## src/rtl/score_pkg.sv

```systemverilog
// Shared constants, types and helpers for the brick-scoring engine.
// Holds the per-level point table, the combo width, the BCD converter states and saturating addition.
package score_pkg;

   localparam int LEVEL_CNT = 16;
   localparam int COMBO_W   = 3;

   // Index 0 is the top (most valuable) level; every level past the table scores 1.
   localparam logic [3:0] LEVEL_PTS [LEVEL_CNT] = '{
      4'd10, 4'd8, 4'd5, 4'd3, 4'd1, 4'd1, 4'd1, 4'd1,
      4'd1,  4'd1, 4'd1, 4'd1, 4'd1, 4'd1, 4'd1, 4'd1
   };

   typedef enum logic [1:0] {
      IDLE  = 2'd0,
      LOAD  = 2'd1,
      SHIFT = 2'd2,
      DONE  = 2'd3
   } bcd_state_e;

   function automatic logic [3:0] level_pts(input int lvl);
      logic [3:0] pts;
      pts = 4'd1;
      for (int i = 0; i < LEVEL_CNT; i++)
         if (lvl == i) pts = LEVEL_PTS[i];
      return pts;
   endfunction

   function automatic logic [31:0] sat_add(input logic [31:0] a, input logic [31:0] b,
                                           input logic [31:0] lim);
      logic [32:0] sum;
      sum = {1'b0, a} + {1'b0, b};
      return (sum > {1'b0, lim}) ? lim : sum[31:0];
   endfunction

endpackage

```

## src/rtl/bcd_seq_conv.sv

```systemverilog
// Sequential double-dabble binary-to-BCD converter, one iteration per clock.
// start_i aborts any conversion in flight and forces a fresh one from IDLE.
module bcd_seq_conv
   import score_pkg::*;
#(
   parameter int SCORE_W    = 14,
   parameter int BCD_DIGITS = 5
) (
   input  logic                    clk_i,
   input  logic                    srst_i,
   input  logic                    start_i,
   input  logic [SCORE_W-1:0]      value_i,
   output logic                    busy_o,
   output logic                    valid_o,
   output logic [4*BCD_DIGITS-1:0] bcd_o
);

   localparam int CNT_W = $clog2(SCORE_W + 1);

   bcd_state_e                state_q;
   logic [SCORE_W-1:0]        latched_q;
   logic [SCORE_W-1:0]        bin_q;
   logic [4*BCD_DIGITS-1:0]   shift_q;
   logic [4*BCD_DIGITS-1:0]   adj_d;
   logic [4*BCD_DIGITS-1:0]   shift_d;
   logic [4*BCD_DIGITS-1:0]   bcd_q;
   logic [CNT_W-1:0]          cnt_q;
   logic                      valid_q;

   genvar gi;
   generate
      for (gi = 0; gi < BCD_DIGITS; gi++) begin : g_dig
         logic [3:0] dig;
         assign dig = shift_q[4*gi +: 4];
         assign adj_d[4*gi +: 4] = (dig >= 4'd5) ? dig + 4'd3 : dig;
      end
   endgenerate

   assign shift_d = {adj_d[4*BCD_DIGITS-2:0], bin_q[SCORE_W-1]};

   // Entering LOAD captures the operand; the LOAD cycle itself already runs the first iteration.
   always_ff @(posedge clk_i) begin
      if (srst_i) begin
         state_q   <= IDLE;
         latched_q <= '0;
         bin_q     <= '0;
         shift_q   <= '0;
         cnt_q     <= '0;
         bcd_q     <= '0;
         valid_q   <= 1'b1;
      end else if (start_i) begin
         state_q <= IDLE;
         valid_q <= 1'b0;
      end else begin
         case (state_q)
            IDLE: begin
               if (value_i != latched_q || !valid_q) begin
                  state_q   <= LOAD;
                  latched_q <= value_i;
                  bin_q     <= value_i;
                  shift_q   <= '0;
                  cnt_q     <= '0;
                  valid_q   <= 1'b0;
               end
            end
            LOAD, SHIFT: begin
               bin_q   <= bin_q << 1;
               shift_q <= shift_d;
               cnt_q   <= cnt_q + 1'b1;
               state_q <= (cnt_q == CNT_W'(SCORE_W - 1)) ? DONE : SHIFT;
            end
            DONE: begin
               bcd_q <= shift_q;
               if (value_i == latched_q) begin
                  valid_q <= 1'b1;
                  state_q <= IDLE;
               end else begin
                  state_q   <= LOAD;
                  latched_q <= value_i;
                  bin_q     <= value_i;
                  shift_q   <= '0;
                  cnt_q     <= '0;
               end
            end
            default: state_q <= IDLE;
         endcase
      end
   end

   assign busy_o  = (state_q != IDLE);
   assign valid_o = valid_q;
   assign bcd_o   = bcd_q;

endmodule

```

## src/rtl/score_accumulator.sv

```systemverilog
// Brick-scoring engine: weighted awards, combo multiplier, saturating score, BCD display feed.
// Define SCORE_HIGH_SCORE_EN to build the high-score register; otherwise oHighScore is 0.
module score_accumulator
   import score_pkg::*;
#(
   parameter int NUM_ROWS       = 10,
   parameter int ROWS_PER_LEVEL = 2,
   parameter int SCORE_W        = 14,
   parameter int BCD_DIGITS     = 5,
   parameter int MAX_MULT       = 4
) (
   input  logic                    iCLK,
   input  logic                    iRST,
   input  logic                    iNewGame,
   input  logic                    iCollision,
   input  logic                    iBall,
   input  logic [NUM_ROWS-1:0]     iRowBricks,
   input  logic                    iPaddleHit,
   output logic [SCORE_W-1:0]      oScore,
   output logic [4*BCD_DIGITS-1:0] oScoreBCD,
   output logic                    oBcdValid,
   output logic [COMBO_W-1:0]      oCombo,
   output logic [SCORE_W-1:0]      oHighScore
);

   localparam logic [31:0] SCORE_MAX = {{(32-SCORE_W){1'b0}}, {SCORE_W{1'b1}}};

   logic               coll_q;
   logic [SCORE_W-1:0] score_q, score_d;
   logic [COMBO_W-1:0] combo_q, combo_d;
   logic [3:0]         row_pts [NUM_ROWS];
   logic [3:0]         pts;
   logic [31:0]        award;
   logic               take;
   logic               conv_busy, conv_valid;

   genvar gi;
   generate
      for (gi = 0; gi < NUM_ROWS; gi++) begin : g_row
         assign row_pts[gi] = level_pts(gi / ROWS_PER_LEVEL);
      end
   endgenerate

   // Walking downwards lets the lowest-index (highest-value) set row win.
   always_comb begin
      pts = '0;
      for (int r = NUM_ROWS - 1; r >= 0; r--)
         if (iRowBricks[r]) pts = row_pts[r];
   end

   assign take  = iCollision && !coll_q && iBall && (|iRowBricks);
   assign award = 32'(pts) * 32'(combo_q);

   always_comb begin
      score_d = score_q;
      combo_d = combo_q;
      if (iNewGame) begin
         score_d = '0;
         combo_d = COMBO_W'(1);
      end else begin
         if (take) score_d = SCORE_W'(sat_add(32'(score_q), award, SCORE_MAX));
         if (iPaddleHit)
            combo_d = COMBO_W'(1);
         else if (take && combo_q < COMBO_W'(MAX_MULT))
            combo_d = combo_q + 1'b1;
      end
   end

   always_ff @(posedge iCLK) begin
      if (iRST) begin
         coll_q  <= 1'b0;
         score_q <= '0;
         combo_q <= COMBO_W'(1);
      end else begin
         coll_q  <= iCollision;
         score_q <= score_d;
         combo_q <= combo_d;
      end
   end

   bcd_seq_conv #(
      .SCORE_W    (SCORE_W),
      .BCD_DIGITS (BCD_DIGITS)
   ) u_bcd (
      .clk_i   (iCLK),
      .srst_i  (iRST),
      .start_i (iNewGame),
      .value_i (score_q),
      .busy_o  (conv_busy),
      .valid_o (conv_valid),
      .bcd_o   (oScoreBCD)
   );

`ifdef SCORE_HIGH_SCORE_EN
   logic [SCORE_W-1:0] high_q;
   always_ff @(posedge iCLK) begin
      if (iRST)                 high_q <= '0;
      else if (score_q > high_q) high_q <= score_q;
   end
   assign oHighScore = high_q;
`else
   assign oHighScore = '0;
`endif

   assign oScore    = score_q;
   assign oCombo    = combo_q;
   assign oBcdValid = conv_valid && !conv_busy;

endmodule

```

## config.mk

```make
export PLATFORM = sky130hd
export DESIGN_NAME = score_accumulator
export DESIGN_NICKNAME = d
export VERILOG_FILES = /design/src/rtl/score_pkg.sv /design/src/rtl/bcd_seq_conv.sv /design/src/rtl/score_accumulator.sv
export SDC_FILE = /design/constraint.sdc
export NUM_CORES = 1
export LEC_CHECK = 0
export BUFFER_PORTS_ARGS = -buffer_cell sky130_fd_sc_hd__buf_2
export CORE_UTILIZATION = 30
export DETAILED_ROUTE_END_ITERATION = 10
export GPL_TIMING_DRIVEN = 0
export PLACE_DENSITY = 0.51
export RECOVER_POWER = 50
export SYNTH_ARGS = -nofsm -noshare
export SYNTH_HDL_FRONTEND = slang
export SYNTH_HIERARCHICAL = 1
export SYNTH_SLANG_ARGS = --single-unit
export TNS_END_PERCENT = 50
```

## constraint.sdc

```tcl
create_clock -name iCLK -period 6.49 [get_ports iCLK]
set_input_delay 0 -clock iCLK [delete_from_list [all_inputs] [get_ports iCLK]]
set_output_delay 0 -clock iCLK [all_outputs]
set_load 0.01 [all_outputs]
```

## Word level (Yosys, flattened, before mapping)

Cells that the tools add are included.

| storage, ports and cells | value |
|---|---|
| flip-flop bits (word level) | 93 |
| bits in latches | 0 |
| bits in writable memories | 0 |
| bits in read-only memories | 0 |
| input port bits | 16 |
| output and inout bits | 52 |
| logic and storage cells | 92 |
| memories | 0 |

| cells by class | value |
|---|---|
| $add $sub $neg | 8 |
| multiply operators | 1 |
| divide/modulo/power cells | 0 |
| $lt $le $gt $ge | 7 |
| equality and inequality tests | 10 |
| shift-type cells | 0 |
| muxes and demuxes | 34 |
| bitwise logic cells | 1 |
| reductions and logical operators | 21 |

Operators with widths:

| kind | number |
|---|---|
| 4-bit two-way mux | 15 |
| 20-bit one-hot mux with 3 select lines | 1 |
| 14-bit two-way mux | 3 |
| 14-bit one-hot mux with 3 select lines | 1 |
| 20-bit two-way mux | 2 |
| 14-bit one-hot mux with 2 select lines | 1 |
| 4-bit by 3-bit greater-or-equal comparator with 1-bit output (second input constant) | 5 |
| 4-bit by 2-bit adder with 4-bit output (second input constant) | 4 |
| 14-bit by 7-bit adder with 15-bit output | 1 |
| 15-bit by 14-bit > comparator with 1-bit output (second input constant) | 1 |
| 14-bit == test | 1 |
| 14-bit inequality test | 1 |
| 4-bit one-hot mux with 3 select lines | 1 |
| 10-bit OR reduction | 1 |
| 4-bit by 3-bit multiplier with 7-bit output | 1 |
| 1-bit two-way mux | 6 |
| 3-bit by 2-bit inequality test with 1-bit output (second input constant) | 2 |
| 2-bit one-hot mux with 3 select lines | 1 |
| 3-bit AND reduction | 2 |
| 1-bit logical AND | 5 |
| 4-bit by 1-bit adder with 4-bit output (second input constant) | 1 |
| 2-bit == test (second input constant) | 2 |
| 4-bit == test (second input constant) | 1 |
| 4-bit AND reduction | 1 |
| 18 further kinds | 22 |

## Longest topological paths before layout

| logic depth | value |
|---|---|
| word-level depth | 14 |
| depth in mapped cells | 14 |

## By module

Netlist, hierarchy kept.

By module, submodules not included:

| module | times used | cells an instance | area each (um^2) | seq. area each (um^2) |
|---|---|---|---|---|
| bcd_seq_conv | 1 | 426 | 3704.8 | 1501.4 |
| score_accumulator | 1 | 172 | 1496.4 | 360.3 |

## Worst setup path before layout

OpenSTA, ideal clock, no wires.

| timing path | value |
|---|---|
| path kind | input-to-reg |
| start | input port iRowBricks[3] |
| end | register score_q[13] (netlist: oScore[13]) |
| arrival time | 3.272 ns |
| slack | 3.139 ns |
| stages on the path | 11 |
| buffers on the path | 0 |
| cell sequence | or4_1 > a31oi_1 > nand2_1 > fa_1 > fa_1 > fa_1 > nand2b_1 > a21oi_1 > o2111ai_2 > o21ba_1 > a211oi_2 |

| on the way | value |
|---|---|
| word-level cells in the longest chain between the ends | 8 |
| elaborated cells between the ends (all ways) | 10 |
| those cells by class | 1 x add/sub; 1 x mul; 1 x order compare; 5 x mux; 2 x reduce/logical |

Ends and longest elaborated chain:

| item | RTL line | RTL |
|---|---|---|
| from (decl) | score_accumulator.sv:17 | `input logic [NUM_ROWS-1:0] iRowBricks,` |
| 4-bit two-way mux (4 in series) | score_accumulator.sv:48 | `if (iRowBricks[r]) pts = row_pts[r];` |
| 4-bit by 3-bit multiplier with 7-bit output | score_accumulator.sv:52 | `assign award = 32'(pts) * 32'(combo_q);` |
| 14-bit by 7-bit adder with 15-bit output | score_pkg.sv:32 | `sum = {1'b0, a} + {1'b0, b};` |
| 15-bit by 14-bit > comparator with 1-bit output | score_pkg.sv:33 | `return (sum > {1'b0, lim}) ? lim : sum[31:0];` |
| 14-bit two-way mux | score_pkg.sv:33 |  |
| to (signal assigned) | score_accumulator.sv:76 | `score_q <= score_d;` |
| to (decl) | score_accumulator.sv:29 | `logic [SCORE_W-1:0] score_q, score_d;` |

Parallel ways exist; a longest one is shown, timed or not.
A chain may end at the register's enable or synchronous reset.

## Worst setup path after layout

Ends and elaborated chain as after synthesis.

==> run summary <==
RSZ-0062 raised after global routing: false
Routed WL: 13260 microns
IO Port Bufs: 53
Avg Vias per Cell: 4.908
Initial Utilization: 31.03%
Seq pwr share: 44.7%
overall routing resource usage: 15.29%
Ys Warns: 6
clock network power share: 40.1%
pin count of the biggest net entering global routing: 16
die area: 17870 sq um
share of flip-flops with an asynchronous set or reset: 0%
Tcrit/Tclk final: 55.07%
CTS H-tree depth: 3
status: complete, no violations
Final TNS setup: 0 ns
dpl ws: 2.592 ns
Clock Sinks: 93
final instance area: 6058 sq um
Chip Height: 133.7 microns
number of remaining DRC errors: 0
CP startpoint kind: primary input
Post-DP HPWL: 9708 microns
Setup Skew: 0.004945 ns
Slew headroom: 20.88%
Yosys reg bits: 93
Data required, critical path: 6.70 ns
setup violators final: 0
Post-CTS Hold Fix Bufs: 4
Worst Hold Launch: iBall
clock buffer depth: 2
r2r startpoint: oCombo[2]$_SDFFE_PP0P_
Peak VDD IR: 0.1339 mV
Crit Reg-Reg Endpoint: oScore[13]$_SDFFE_PP0P_
1st-pass router iterations: 4
Final Slew Violations: 0
Worst Slack Setup Final: 2.916 ns
dpl cell area: 5791 sq um
fin crit period: 3.574 ns
share of post-route cells with drive strength above 1: 11.84%
vias in the first global route: 4115
worst min-delay path class: primary input to flip-flop
Netlist cell types: 62
synthesized area: 5201 sq um
Mean Syn Cell Area: 8.698 sq um
fmax: 279.8 MHz
CP endpoint kind: flip-flop
Die X: 133.7 microns
Reg2Reg Setup Slack: 3.15 ns
worst slew pin tran: 1.176 ns
CTS root buf: clkbuf_16
layout net count: 727
Gate power share: 15.2%
Worst Path Class, Setup: primary input to flip-flop
initial antenna violation count: 0
Crit Path Max Fanout: 7
Final ANT Viol Nets: 0
hold-critical path depth: 6
switching power: 0.3645 mW
core area: 16760 sq um
Internal Power: 0.9713 mW
via count: 4437
max cap viols: 0
Area contributors post-synth: dfxtp_1 (36%), a21oi_1 (7.2%), ha_1 (6.0%), nand2_1 (4.6%), a211oi_2 (3.4%)
GPL Wtd Cong: 0.7710
first-pass GRT wire length: 21440 microns
Core Rows: 47
hold endpoint: oScore[2]$_SDFFE_PP0P_
P_leak: 2.165 nW
Final Hold Fails: 0
Post-CTS Setup Inserts: 0
Synth top area share: 35.80%
PD cells: 220.5 nW/um^2
top post-synthesis cells by count: dfxtp_1 (93), a21oi_1 (75), nand2_1 (64)
TritonCTS Buffers: 9
predominant post-synthesis flop cell: dfxtp_1
Worst-Skew Late Latency: 0.35 ns
Synth area leader: dfxtp_1
IO Pins: 68
number of flops mapped to enable cells by yosys: 0
GRT overflow: 0
CTS tree: yes
area grow syn2layout: 16.48%
sw frac: 27.29%
sequential-to-total area share from yosys stat: 35.80%
Clock Pin Slew Worst Setup and Hold Paths: 0.07 ns
post-CTS sizing: 0
Iteration-0 DRC Markers: 271
endpoint arrival time on the critical path: 3.79 ns
reg2reg path depth: 10
wire per inst: 14.66 microns
Syn Inst Count: 598
post-layout util: 36.15%
# diodes: 0
most numerous cell in the Yosys netlist: dfxtp_1
total power: 1.336 mW
-- per-stage QoR --
stage	std cells	hold slack [ns]
floorplan	611	0.07161
global placement	884	0.2073
detailed placement	884	0.2128
CTS	904	0.2398
global route	904	0.3260
finish	904	0.2652
-- cell families after synthesis --
kind of cell               Yosys count  share of synthesized area, %
other                                1                       0.07210
buffers and inverters               77                         7.746
DFF                                 93                         35.80
and+or+nand+nor                    192                         19.41
adders and majority gates           32                         8.708
muxes                               15                         2.887
AOI/OAI and AO/OA                  158                         20.33
xor gates and xnor gates            30                         5.052
-- per-layer routing --
| layer | vias up | routed length [microns] | global-route usage (%) |
|---|---|---|---|
| met4 | 0 | 199 | 6.124 |
| met3 | 14 | 477 | 1.903 |
| met2 | 91 | 5873 | 23.52 |
| met5 | - | 0 | 0 |
| met1 | 2109 | 6704 | 21.55 |
| li1 | 2223 | - | - |
-- area by class of cell --
class	instances	area, sq um
Inverter	30	112.6
Timing Repair Buffer	57	256.5
Clock inverter	5	60.06
Fill cell	1708	10700
Multi-Input combinational cell	441	2959
Tap cell	220	275.3
Buffer	47	290.3
Sequential cell	93	1862
Clock buffer	11	242.7
-- worst max-delay path by stage --
stage                             start  cells past startpoint                 endpoint  slack [ns]
after floorplan           iRowBricks[3]                     11  oScore[13]$_SDFFE_PP0P_        3.14
after global placement    iRowBricks[3]                     13  oScore[13]$_SDFFE_PP0P_        2.64
after detailed placement  iRowBricks[3]                     13  oScore[13]$_SDFFE_PP0P_        2.59
after CTS                 iRowBricks[3]                     13  oScore[13]$_SDFFE_PP0P_        2.94
after global routing      iRowBricks[3]                     13  oScore[10]$_SDFFE_PP0P_        2.72
final                     iRowBricks[3]                     13  oScore[13]$_SDFFE_PP0P_        2.92
-- critical path: stages --
cell      delay, ns
buf_2          0.13
or4_1          0.61
a31oi_1        0.30
nand2_1        0.13
fa_1           0.51
fa_1           0.58
inv_1          0.06
ha_1           0.30
a211oi_1       0.40
nor3_1         0.15
o21ai_2        0.31
nor3b_2        0.24
a211oi_2       0.09
-- layout by cell type, fill, tap and decap left out, types with 6 or more instances in the layout --
master     instances
conb_1            14
dfxtp_1           93
nand3_1           17
nand3b_1          17
buf_6              7
clkbuf_1          61
inv_1             30
o21ai_0           15
fa_1               7
nor3b_1            7
nand4_1            7
ha_1              25
and2_1             9
mux2i_1           15
nand2b_1           8
buf_4             15
nand2_1           64
nor2_1            35
buf_2             18
o31ai_1            6
a21oi_1           75
xnor2_1           19
a211oi_2          14
nor3_1             6
xor2_1            11
clkbuf_16          9
o21ai_1           15
-- flip-flops by register name (all words and copies together) (netlist names) --
register / flops
u_bcd/latched_q: 14
u_bcd/bin_q: 14
u_bcd/shift_q: 20
u_bcd/state_q: 2
u_bcd/valid_o: 1
oScore: 14
u_bcd/bcd_o: 20
u_bcd/cnt_q: 4
oCombo: 3
coll_q: 1
-- power groups by stage --
stage	Sequential (mW)	Combinational, mW	Clock (mW)
2_1_floorplan	0.607	0.149	0
3_3_place_gp	0.609	0.201	0
3_5_place_dp	0.610	0.205	0
4_1_cts	0.597	0.207	0.553
5_1_grt	0.599	0.221	0.574
6_report	0.597	0.203	0.536
(Power assumes the default switching activity.)
